<file path="src/rtl/hier_seq_pkg.sv">
// rtl/hier_seq_pkg.sv - shared types, widths and mask-scan helper for the child sequencer
package hier_seq_pkg;

    typedef enum logic [2:0] {
        IDLE   = 3'd0,
        ISSUE  = 3'd1,
        WAIT   = 3'd2,
        NEXT   = 3'd3,
        FINISH = 3'd4
    } seq_state_e;

    localparam int TMR_W = 16;

    // Returns {found, idx}: the lowest set bit of mask strictly above
    // 'from', or at/above 'from' when inclusive is set.
    function automatic logic [5:0] next_set_idx(
        input logic [31:0] mask,
        input logic [4:0]  from,
        input logic        inclusive
    );
        logic [5:0] r;
        r = '0;
        // Scanning downward leaves the lowest qualifying bit in r.
        for (int i = 31; i >= 0; i--) begin
            if (mask[i] && ((i > int'(from)) || (inclusive && (i == int'(from))))) begin
                r = {1'b1, 5'(i)};
            end
        end
        return r;
    endfunction

endpackage

</file>
<file path="src/rtl/hier_child_sequencer_if.sv">
// rtl/hier_child_sequencer_if.sv - sequencer control/child handshake bundle
// Signals: go_i, mask_i, done_i toward the sequencer; start_o, busy_o,
// cur_idx_o, seq_done_o, err_o, err_idx_o from the sequencer.
// slave modport = sequencer side, master modport = controller/children side.
interface hier_child_sequencer_if #(
    parameter int NUM_CHILDREN = 5
);
    localparam int IDX_W = (NUM_CHILDREN > 1) ? $clog2(NUM_CHILDREN) : 1;

    logic                    go_i;
    logic [NUM_CHILDREN-1:0] mask_i;
    logic [NUM_CHILDREN-1:0] done_i;
    logic [NUM_CHILDREN-1:0] start_o;
    logic                    busy_o;
    logic [IDX_W-1:0]        cur_idx_o;
    logic                    seq_done_o;
    logic                    err_o;
    logic [IDX_W-1:0]        err_idx_o;

    modport slave (
        input  go_i, mask_i, done_i,
        output start_o, busy_o, cur_idx_o, seq_done_o, err_o, err_idx_o
    );

    modport master (
        output go_i, mask_i, done_i,
        input  start_o, busy_o, cur_idx_o, seq_done_o, err_o, err_idx_o
    );
endinterface

</file>
<file path="src/rtl/hier_seq_timer.sv">
// rtl/hier_seq_timer.sv - per-child WAIT cycle counter with limit detect
// Ports: clk, rst_n (sync active-low), clear_i (zero the count),
// enable_i (count this cycle), limit_i (cycle limit), expired_o
// (high in the enabled cycle where the count equals limit_i-1).
module hier_seq_timer
    import hier_seq_pkg::*;
(
    input  logic             clk,
    input  logic             rst_n,
    input  logic             clear_i,
    input  logic             enable_i,
    input  logic [TMR_W-1:0] limit_i,
    output logic             expired_o
);

    logic [TMR_W-1:0] cnt_q;
    logic [TMR_W-1:0] cnt_d;

    always_comb begin
        cnt_d = cnt_q;
        if (clear_i) begin
            cnt_d = '0;
        end else if (enable_i) begin
            cnt_d = cnt_q + 1'b1;
        end
    end

    always_ff @(posedge clk) begin
        if (!rst_n) begin
            cnt_q <= '0;
        end else begin
            cnt_q <= cnt_d;
        end
    end

    assign expired_o = enable_i && (cnt_q == (limit_i - 1'b1));

endmodule

</file>
<file path="src/rtl/hier_child_sequencer.sv">
// rtl/hier_child_sequencer.sv - runs enabled child instances one at a time in index order
// Ports: clk, rst_n (sync active-low), bus (hier_child_sequencer_if.slave):
// go_i/mask_i start a run, start_o one-hot start pulse, done_i per-child done,
// busy_o, cur_idx_o, seq_done_o completion pulse, err_o/err_idx_o timeout report.
// Optional macro HIER_SEQ_TIMEOUT_EN adds a per-child WAIT timeout; without it
// WAIT is unbounded and err_o/err_idx_o are tied low.
module hier_child_sequencer
    import hier_seq_pkg::*;
#(
    parameter int NUM_CHILDREN   = 5,
    parameter int TIMEOUT_CYCLES = 256
) (
    input  logic                   clk,
    input  logic                   rst_n,
    hier_child_sequencer_if.slave  bus
);

    localparam int IDX_W = (NUM_CHILDREN > 1) ? $clog2(NUM_CHILDREN) : 1;

    seq_state_e              state_q, state_d;
    logic [IDX_W-1:0]        idx_q, idx_d;
    logic [NUM_CHILDREN-1:0] mask_q, mask_d;
    logic [5:0]              first_hit;
    logic [5:0]              next_hit;

`ifdef HIER_SEQ_TIMEOUT_EN
    logic             err_q, err_d;
    logic [IDX_W-1:0] err_idx_q, err_idx_d;
    logic             tmr_expired;

    // WAIT is only ever entered from ISSUE, so clearing there zeroes the
    // count for the first WAIT cycle of every child.
    hier_seq_timer u_timer (
        .clk       (clk),
        .rst_n     (rst_n),
        .clear_i   (state_q == ISSUE),
        .enable_i  (state_q == WAIT),
        .limit_i   (TMR_W'(TIMEOUT_CYCLES)),
        .expired_o (tmr_expired)
    );
`endif

    always_comb begin
        state_d   = state_q;
        idx_d     = idx_q;
        mask_d    = mask_q;
`ifdef HIER_SEQ_TIMEOUT_EN
        err_d     = err_q;
        err_idx_d = err_idx_q;
`endif
        // The first child comes from the live mask_i because mask_q is only
        // loaded at the same edge that leaves IDLE.
        first_hit = next_set_idx(32'(bus.mask_i), 5'd0, 1'b1);
        next_hit  = next_set_idx(32'(mask_q), 5'(idx_q), 1'b0);

        case (state_q)
            IDLE: begin
                if (bus.go_i) begin
                    mask_d = bus.mask_i;
`ifdef HIER_SEQ_TIMEOUT_EN
                    err_d  = 1'b0;
`endif
                    if (first_hit[5]) begin
                        idx_d   = IDX_W'(first_hit[4:0]);
                        state_d = ISSUE;
                    end else begin
                        state_d = FINISH;
                    end
                end
            end
            ISSUE: begin
                state_d = WAIT;
            end
            WAIT: begin
                // done wins over a timeout landing in the same cycle.
                if (bus.done_i[idx_q]) begin
                    state_d = NEXT;
                end
`ifdef HIER_SEQ_TIMEOUT_EN
                else if (tmr_expired) begin
                    err_d     = 1'b1;
                    err_idx_d = idx_q;
                    state_d   = NEXT;
                end
`endif
            end
            NEXT: begin
                if (next_hit[5]) begin
                    idx_d   = IDX_W'(next_hit[4:0]);
                    state_d = ISSUE;
                end else begin
                    state_d = FINISH;
                end
            end
            FINISH: begin
                state_d = IDLE;
            end
            default: begin
                state_d = IDLE;
            end
        endcase
    end

    always_ff @(posedge clk) begin
        if (!rst_n) begin
            state_q   <= IDLE;
            idx_q     <= '0;
            mask_q    <= '0;
`ifdef HIER_SEQ_TIMEOUT_EN
            err_q     <= 1'b0;
            err_idx_q <= '0;
`endif
        end else begin
            state_q   <= state_d;
            idx_q     <= idx_d;
            mask_q    <= mask_d;
`ifdef HIER_SEQ_TIMEOUT_EN
            err_q     <= err_d;
            err_idx_q <= err_idx_d;
`endif
        end
    end

    assign bus.start_o    = (state_q == ISSUE) ? (NUM_CHILDREN'(1) << idx_q) : '0;
    assign bus.busy_o     = (state_q != IDLE);
    assign bus.cur_idx_o  = idx_q;
    assign bus.seq_done_o = (state_q == FINISH);
`ifdef HIER_SEQ_TIMEOUT_EN
    assign bus.err_o      = err_q;
    assign bus.err_idx_o  = err_idx_q;
`else
    assign bus.err_o      = 1'b0;
    assign bus.err_idx_o  = '0;
`endif

endmodule

</file>
<file path="src/flat_wrapper.sv">
// flat-port wrapper written by rule: the top's interface ports become plain ports
module hier_child_sequencer_flat import hier_seq_pkg::*;
#(
    parameter int NUM_CHILDREN   = 5,
    parameter int TIMEOUT_CYCLES = 256
)
  (clk, rst_n, bus_go_i, bus_mask_i, bus_done_i, bus_start_o, bus_busy_o, bus_cur_idx_o, bus_seq_done_o, bus_err_o, bus_err_idx_o);
  hier_child_sequencer_if #(.NUM_CHILDREN(NUM_CHILDREN)) bus_i ();
  input  logic clk;
  input  logic rst_n;
  input wire logic [$bits(bus_i.go_i)-1:0] bus_go_i;
  input wire logic [$bits(bus_i.mask_i)-1:0] bus_mask_i;
  input wire logic [$bits(bus_i.done_i)-1:0] bus_done_i;
  output wire logic [$bits(bus_i.start_o)-1:0] bus_start_o;
  output wire logic [$bits(bus_i.busy_o)-1:0] bus_busy_o;
  output wire logic [$bits(bus_i.cur_idx_o)-1:0] bus_cur_idx_o;
  output wire logic [$bits(bus_i.seq_done_o)-1:0] bus_seq_done_o;
  output wire logic [$bits(bus_i.err_o)-1:0] bus_err_o;
  output wire logic [$bits(bus_i.err_idx_o)-1:0] bus_err_idx_o;
  assign bus_i.go_i = bus_go_i;
  assign bus_i.mask_i = bus_mask_i;
  assign bus_i.done_i = bus_done_i;
  assign bus_start_o = bus_i.start_o;
  assign bus_busy_o = bus_i.busy_o;
  assign bus_cur_idx_o = bus_i.cur_idx_o;
  assign bus_seq_done_o = bus_i.seq_done_o;
  assign bus_err_o = bus_i.err_o;
  assign bus_err_idx_o = bus_i.err_idx_o;
  hier_child_sequencer #(.NUM_CHILDREN(NUM_CHILDREN), .TIMEOUT_CYCLES(TIMEOUT_CYCLES)) u_core (.clk(clk), .rst_n(rst_n), .bus(bus_i));
endmodule
</file>
<file path="config.mk">
export PLATFORM = sky130hd
export DESIGN_NAME = hier_child_sequencer_flat
export DESIGN_NICKNAME = d
export VERILOG_FILES = /design/src/rtl/hier_seq_pkg.sv /design/src/rtl/hier_child_sequencer_if.sv /design/src/rtl/hier_seq_timer.sv /design/src/rtl/hier_child_sequencer.sv /design/src/flat_wrapper.sv
export SDC_FILE = /design/constraint.sdc
export NUM_CORES = 1
export LEC_CHECK = 0
export BUFFER_PORTS_ARGS = -buffer_cell sky130_fd_sc_hd__buf_2
export CORE_MARGIN = 4
export CORE_UTILIZATION = 43
export CTS_BUF_LIST = sky130_fd_sc_hd__clkbuf_8 sky130_fd_sc_hd__clkbuf_16
export CTS_CLUSTER_SIZE = 28
export DETAILED_ROUTE_END_ITERATION = 12
export PLACE_DENSITY = 0.84
export SETUP_SLACK_MARGIN = 0.3
export SYNTH_ARGS = -nofsm -noshare
export SYNTH_HDL_FRONTEND = slang
export SYNTH_SLANG_ARGS = --single-unit
</file>
<file path="constraint.sdc">
create_clock -name clk -period 1.5 [get_ports clk]
set_clock_uncertainty 0.15 [all_clocks]
set_input_delay 0.15 -clock clk [delete_from_list [all_inputs] [get_ports clk]]
set_output_delay 0.15 -clock clk [all_outputs]
set_load 0.005 [all_outputs]
</file>
==> impl_metrics.tcl, run 1 <==
set metrics [dict create \
    critPathKind "register to primary output" \
    clk_latency_ns 0.24 \
    finalWeightedCongestion 0.806 \
    ys_warn_count 0 \
    utilization_pct 75.3 \
    core_area_sq_um 1730 \
    hold_depth 3 \
    syn_to_final_growth_pct 66.8 \
    p_sw_share_pct 35.5 \
    maxCapViolations 0 \
    grt-ovfl-total 0 \
    setup_viol 14 \
    ff2ff_path_depth 6 \
    n_antenna_cell 0 \
    grt_pass1_wl_mm 3.72 \
    cp-start-kind "register" \
    p_int_uw 938 \
    ys_seq_area_share_pct 25.7 \
    cts.htree.levels 1 \
    final_cells 164 \
    power.leakage_nw 0.567 \
    dpl.cell_count 151 \
    die-height_microns 50.6 \
    drtPass1Iterations 4 \
    wl_per_cell_microns 15.2 \
    fin_ws_ns -0.191 \
    antenna_found_initial 0 \
    vias 868 \
    hp-class "input port to register" \
    die_w_microns 50.6 \
    rsz0062_at_grt "true" \
    ys_types 41 \
    power.share.clock_pct 19.8 \
    period_minus_slack_ns 1.69 \
    powerDensity_nw_per_um2 1120 \
    synthCells 95 \
    power_frac_seq_pct 25.7 \
    num_rows 15 \
    route.detailed.drc 0 \
    grt_max_degree 12 \
    drv_slew 0 \
    vdd_drop_max_v 0.000860 \
    avgViaCountPerCell 5.29 \
    max_stage_delay_ns 0.40 \
    nets 153 \
    cp.arrival_ns 1.39 \
    layout_common_cells "buf_2, buf_4, buf_6" \
    pwr-share-comb_pct 54.6 \
    cts_buffers 3 \
    synth_top_area_share_pct 25.7 \
    initialDrtViolationCount 15 \
    synth_seq_cells 10 \
    tritoncts "yes" \
    port_buffers 22 \
    crit_path_top_delay_cell "or3_4" \
    drive_gt1_share_pct 61.2 \
    finalPower_mw 1.45 \
    yosys.area.top_type "dfxtp_1" \
    fin_hold_ws_ns 0.0379 \
    grt_pass1_vias 840 \
    failed_checks "negative setup slack" \
    initial_core_util_pct 45.1 \
    syn_avg_cell_area_sq_um 8.21 \
    drt_wl_total_mm 2.50 \
    detail-route-antenna-nets 0 \
    holdBufCountCts 0 \
    min_period_over_period_pct 113 \
    timing.final.hold_violations 0 \
    switching_power_uw 516 \
    setup_tns_ns -1.41 \
    critPathCaptureType "primary output" \
    fin_area_sq_um 1300 \
    crit_fanout 6 \
    crit_family "simple AND/OR/NAND/NOR gates" \
    synthTopCellsByArea "dfxtp_1, mux2i_1, nor2b_1" \
    path_depth 4 \
    dp_slack_ns -0.0364 \
    fmax_mhz 591 \
    mostFrequentLayoutCell "buf_2" \
    path_cells "buf_6 > or3_4 > nor3b_2 > buf_2" \
    globalRouteTotalUtil_pct 19.3 \
    io_pins 27 \
    die_area_sq_um 2560 \
    clkSlewWorstSetupHoldPaths_ns 0.05 \
    required_ns 1.20 \
    crit_buf_inv 2 \
    netlist_area_sq_um 779 \
    clock-sinks 10 \
    placed_cell_area_sq_um 1060 \
    clockBufferDepth 2 \
    cts_root_buffer "clkbuf_8" \
    status "complete, but fails checks" \
    dpl.hpwl_mm 1.65 \
]
registers in the layout (all words and copies together) (netlist names):
register / cells
u_core.state_q: 3
u_core.mask_q: 4
u_core.bus.cur_idx_o: 3
layer usage:
metal  part of all wire (%)  up-vias  track usage, %  routed length, microns
met5                      0        -               0                       0
met4                    2.4        0            8.07                      60
met3                    4.0        7            2.97                     101
met2                     53       27            35.9                    1320
met1                     41      414            21.4                    1020
li1                       -      420               -                       -
Yosys cell counts:
| master | number |
|---|---|
| a211oi_1 | 1 |
| a21o_1 | 1 |
| a21oi_1 | 3 |
| a21oi_2 | 1 |
| a22oi_1 | 1 |
| a31o_1 | 1 |
| a31oi_1 | 1 |
| and2_4 | 1 |
| buf_2 | 2 |
| buf_4 | 5 |
| buf_6 | 1 |
| clkbuf_1 | 1 |
| conb_1 | 1 |
| dfxtp_1 | 10 |
| inv_1 | 5 |
| mux2_2 | 1 |
| mux2i_1 | 6 |
| nand2_1 | 6 |
| nand2b_1 | 3 |
| nand4b_1 | 1 |
| nor2_1 | 6 |
| nor2_2 | 1 |
| nor2_8 | 1 |
| nor2b_1 | 7 |
| nor3_1 | 6 |
| nor3b_1 | 3 |
| nor4_1 | 3 |
| nor4bb_1 | 1 |
| o21a_1 | 1 |
| o21ai_0 | 3 |
| o21bai_1 | 1 |
| o221a_1 | 1 |
| o311a_1 | 1 |
| o311ai_0 | 1 |
| o311ai_2 | 1 |
| o31a_2 | 1 |
| o32ai_1 | 1 |
| or3_1 | 1 |
| or3_2 | 1 |
| or3_4 | 1 |
| xnor2_1 | 1 |
power groups by stage:
| stage | combinational [mW] | clock, mW | sequential [mW] |
|---|---|---|---|
| 2_1_floorplan | 0.441 | 0 | 0.341 |
| 3_3_place_gp | 0.589 | 0 | 0.357 |
| 3_5_place_dp | 0.607 | 0 | 0.360 |
| 4_1_cts | 0.701 | 0.283 | 0.370 |
| 5_1_grt | 0.848 | 0.304 | 0.380 |
| 6_report | 0.794 | 0.288 | 0.373 |
final cells by class:
type | instances | area (sq um)
Sequential cell | 10 | 219
Timing Repair Buffer | 46 | 332
Clock inverter | 1 | 3.75
Inverter | 5 | 18.8
Tap cell | 25 | 31.3
Clock buffer | 3 | 41.3
Fill cell | 107 | 427
Multi-Input combinational cell | 74 | 654
final timing paths:
| path | from | endpoint | slack [ns] |
|---|---|---|---|
| worst max-delay path | u_core.state_q[1]$_SDFFE_PN0P_ | bus_start_o[1] | -0.19 |
| worst max register to register | u_core.state_q[2]$_SDFFE_PN0P_ | u_core.mask_q[2]$_SDFFE_PN0P_ | -0.15 |
| worst min-delay path | bus_mask_i[4] | u_core.mask_q[4]$_SDFFE_PN0P_ | 0.04 |
| worst min register to register | u_core.mask_q[3]$_SDFFE_PN0P_ | u_core.mask_q[3]$_SDFFE_PN0P_ | 0.43 |
worst min-delay path, cell delays in order:
cell and delay [ns]:
buf_2 0.11, a21oi_2 0.05, nor2b_1 0.08
cells by family (layout without fill, tap and decap cells):
| group | count (synthesis) | count (layout) | share of synthesized area [%] |
|---|---|---|---|
| other | 1 | 4 | 0.481 |
| and+or+nand+nor | 42 | 42 | 33.1 |
| DFF | 10 | 10 | 25.7 |
| muxes | 7 | 7 | 9.15 |
| AOI/OAI and AO/OA | 20 | 20 | 20.1 |
| buffers and inverters | 14 | 55 | 10.4 |
| xor gates and xnor gates | 1 | 1 | 1.12 |
timing repair:
action,in CTS,in global routing
pin swaps,12,12
buffers inserted,5,4
endpoints found under the setup margin,16,16
gates resized for setup,17,14
Note: power is estimated with default switching activity, not from simulation.
==> inputs of run 2 (changes only) <==
Settings changed: GPL_TIMING_DRIVEN set to 0.
==> impl_metrics.tcl, run 2 (same netlist as run 1, synthesis figures left out) <==
set metrics [dict create \
    r2r_start "u_core.bus.cur_idx_o[0]$_SDFFE_PN0P_" \
    finalPower_mw 1.65 \
    cp-start-kind "register" \
    syn_to_final_growth_pct 73.0 \
    vdd_drop_max_v 0.000842 \
    r2r_setup_slack_ns -0.16 \
    clock-sinks 10 \
    dp_slack_ns -0.127 \
    crit_path_top_delay_cell "or3_4" \
    grt_pass1_wl_mm 3.66 \
    die_w_microns 50.6 \
    min_period_over_period_pct 114 \
    mostFrequentLayoutCell "buf_2" \
    finalWeightedCongestion 0.760 \
    drv_slew 0 \
    crit_buf_inv 2 \
    die-height_microns 50.6 \
    clk_latency_ns 0.24 \
    setup_tns_ns -1.94 \
    tritoncts "yes" \
    globalRouteTotalUtil_pct 18.9 \
    die_area_sq_um 2560 \
    regMostFlops "u_core.mask_q" \
    detail-route-antenna-nets 0 \
    drive_gt1_share_pct 62.2 \
    status "complete, but fails checks" \
    grt_max_degree 11 \
    timing.final.hold_violations 0 \
    startpoint "u_core.state_q[1]$_SDFFE_PN0P_" \
    cp.arrival_ns 1.41 \
    holdBufCountCts 0 \
    powerDensity_nw_per_um2 1220 \
    hold_depth 3 \
    cts.htree.levels 1 \
    avgViaCountPerCell 5.67 \
    required_ns 1.20 \
    io_pins 27 \
    dpl.hpwl_mm 1.37 \
    cts_root_buffer "clkbuf_8" \
    layout_common_cells "buf_2, buf_4, buf_6" \
    nets 157 \
    maxCapViolations 0 \
    max_stage_delay_ns 0.40 \
    critPathKind "register to primary output" \
    fin_ws_ns -0.212 \
    initialDrtViolationCount 47 \
    wl_per_cell_microns 17.6 \
    core_area_sq_um 1730 \
    path_depth 4 \
    clockBufferDepth 2 \
    crit_family "simple AND/OR/NAND/NOR gates" \
    hp-class "input port to register" \
    r2r-end "u_core.bus.cur_idx_o[2]$_SDFFE_PN0P_" \
    largest_register_ffs 4 \
    clkSlewWorstSetupHoldPaths_ns 0.05 \
    ff2ff_path_depth 6 \
    vias 953 \
    crit_fanout 5 \
    route.detailed.drc 0 \
    grt_pass1_vias 871 \
    drt_wl_total_mm 2.96 \
    port_buffers 22 \
    drtPass1Iterations 4 \
    num-fill-cells 100 \
    rsz0062_at_grt "true" \
    period_minus_slack_ns 1.71 \
    antenna_found_initial 0 \
    grt-ovfl-total 0 \
    fin_hold_ws_ns 0.0496 \
    fmax_mhz 584 \
    initial_core_util_pct 45.1 \
    power.leakage_nw 0.585 \
    critPathCaptureType "primary output" \
    failed_checks "negative setup slack" \
    setup_viol 16 \
    critPathCapture "bus_start_o[1]" \
    n_antenna_cell 0 \
    path_cells "buf_6 > or3_4 > nor3b_2 > buf_2" \
    cts_buffers 3 \
    num_rows 15 \
]
run 2: changes by cell type in the layout (fill, tap and decap cells not counted), sizes merged:
cell,previous run,this run
clkbuf,3,5
buf,46,49
inv,6,5
run 2: worst register-to-register path, stage by stage (launching register included):
cell and delay (ns):
dfxtp_2 0.33, buf_6 0.13, nor2b_4 0.05, o311ai_4 0.28
a21oi_2 0.16, o221a_1 0.29, a31o_1 0.18
run 2: worst min path at each step:
stage                  startpoint                             to  slack, ns
floorplan           bus_mask_i[4]  u_core.mask_q[4]$_SDFFE_PN0P_       0.16
global placement    bus_mask_i[4]  u_core.mask_q[4]$_SDFFE_PN0P_       0.28
detailed placement  bus_mask_i[4]  u_core.mask_q[4]$_SDFFE_PN0P_       0.29
CTS                 bus_mask_i[4]  u_core.mask_q[4]$_SDFFE_PN0P_       0.05
global route        bus_mask_i[4]  u_core.mask_q[4]$_SDFFE_PN0P_       0.08
finish              bus_mask_i[4]  u_core.mask_q[4]$_SDFFE_PN0P_       0.05
run 2: area by class of cell:
| cell class | count | area (sq um) | area share [%] |
|---|---|---|---|
| flip-flops and latches | 10 | 213 | 15.8 |
| plain buffers | 9 | 78.8 | 5.84 |
| repair buffers | 41 | 307 | 22.7 |
| multi-input cells | 74 | 646 | 47.9 |
| well taps | 25 | 31.3 | 2.32 |
| inverters | 5 | 18.8 | 1.39 |
| clock buffers | 4 | 55.1 | 4.08 |
run 2: timing repair:
item / in CTS / in global routing
gates resized for setup: 15 / 13
pin swaps: 14 / 14
setup buffers: 11 / 8
setup endpoints to repair: 16 / 16
run 2: where the power goes:
part	internal, mW	total, mW	switching [mW]	leakage, nW
Combinational	0.546	0.953	0.408	0.471
Sequential	0.311	0.352	0.0409	0.0855
Clock	0.231	0.340	0.109	0.0288
run 2: per-stage QoR:
stage                     instance area, sq um  cells  utilization [%]
after floorplan                            868     98                -
after global routing                      1350    168             78.1
after detailed placement                  1010    145             58.5
after CTS                                 1230    160             71.0
final                                     1350    168             78.1
after global placement                    1010    145             58.5
run 2: layer usage:
layer | routed length (microns) | track usage, % | vias to the layer above
met5 | 0 | 0 | -
met4 | 135 | 13.5 | 0
met3 | 222 | 2.67 | 15
met2 | 1380 | 33.7 | 62
met1 | 1220 | 20.0 | 444
li1 | - | - | 432
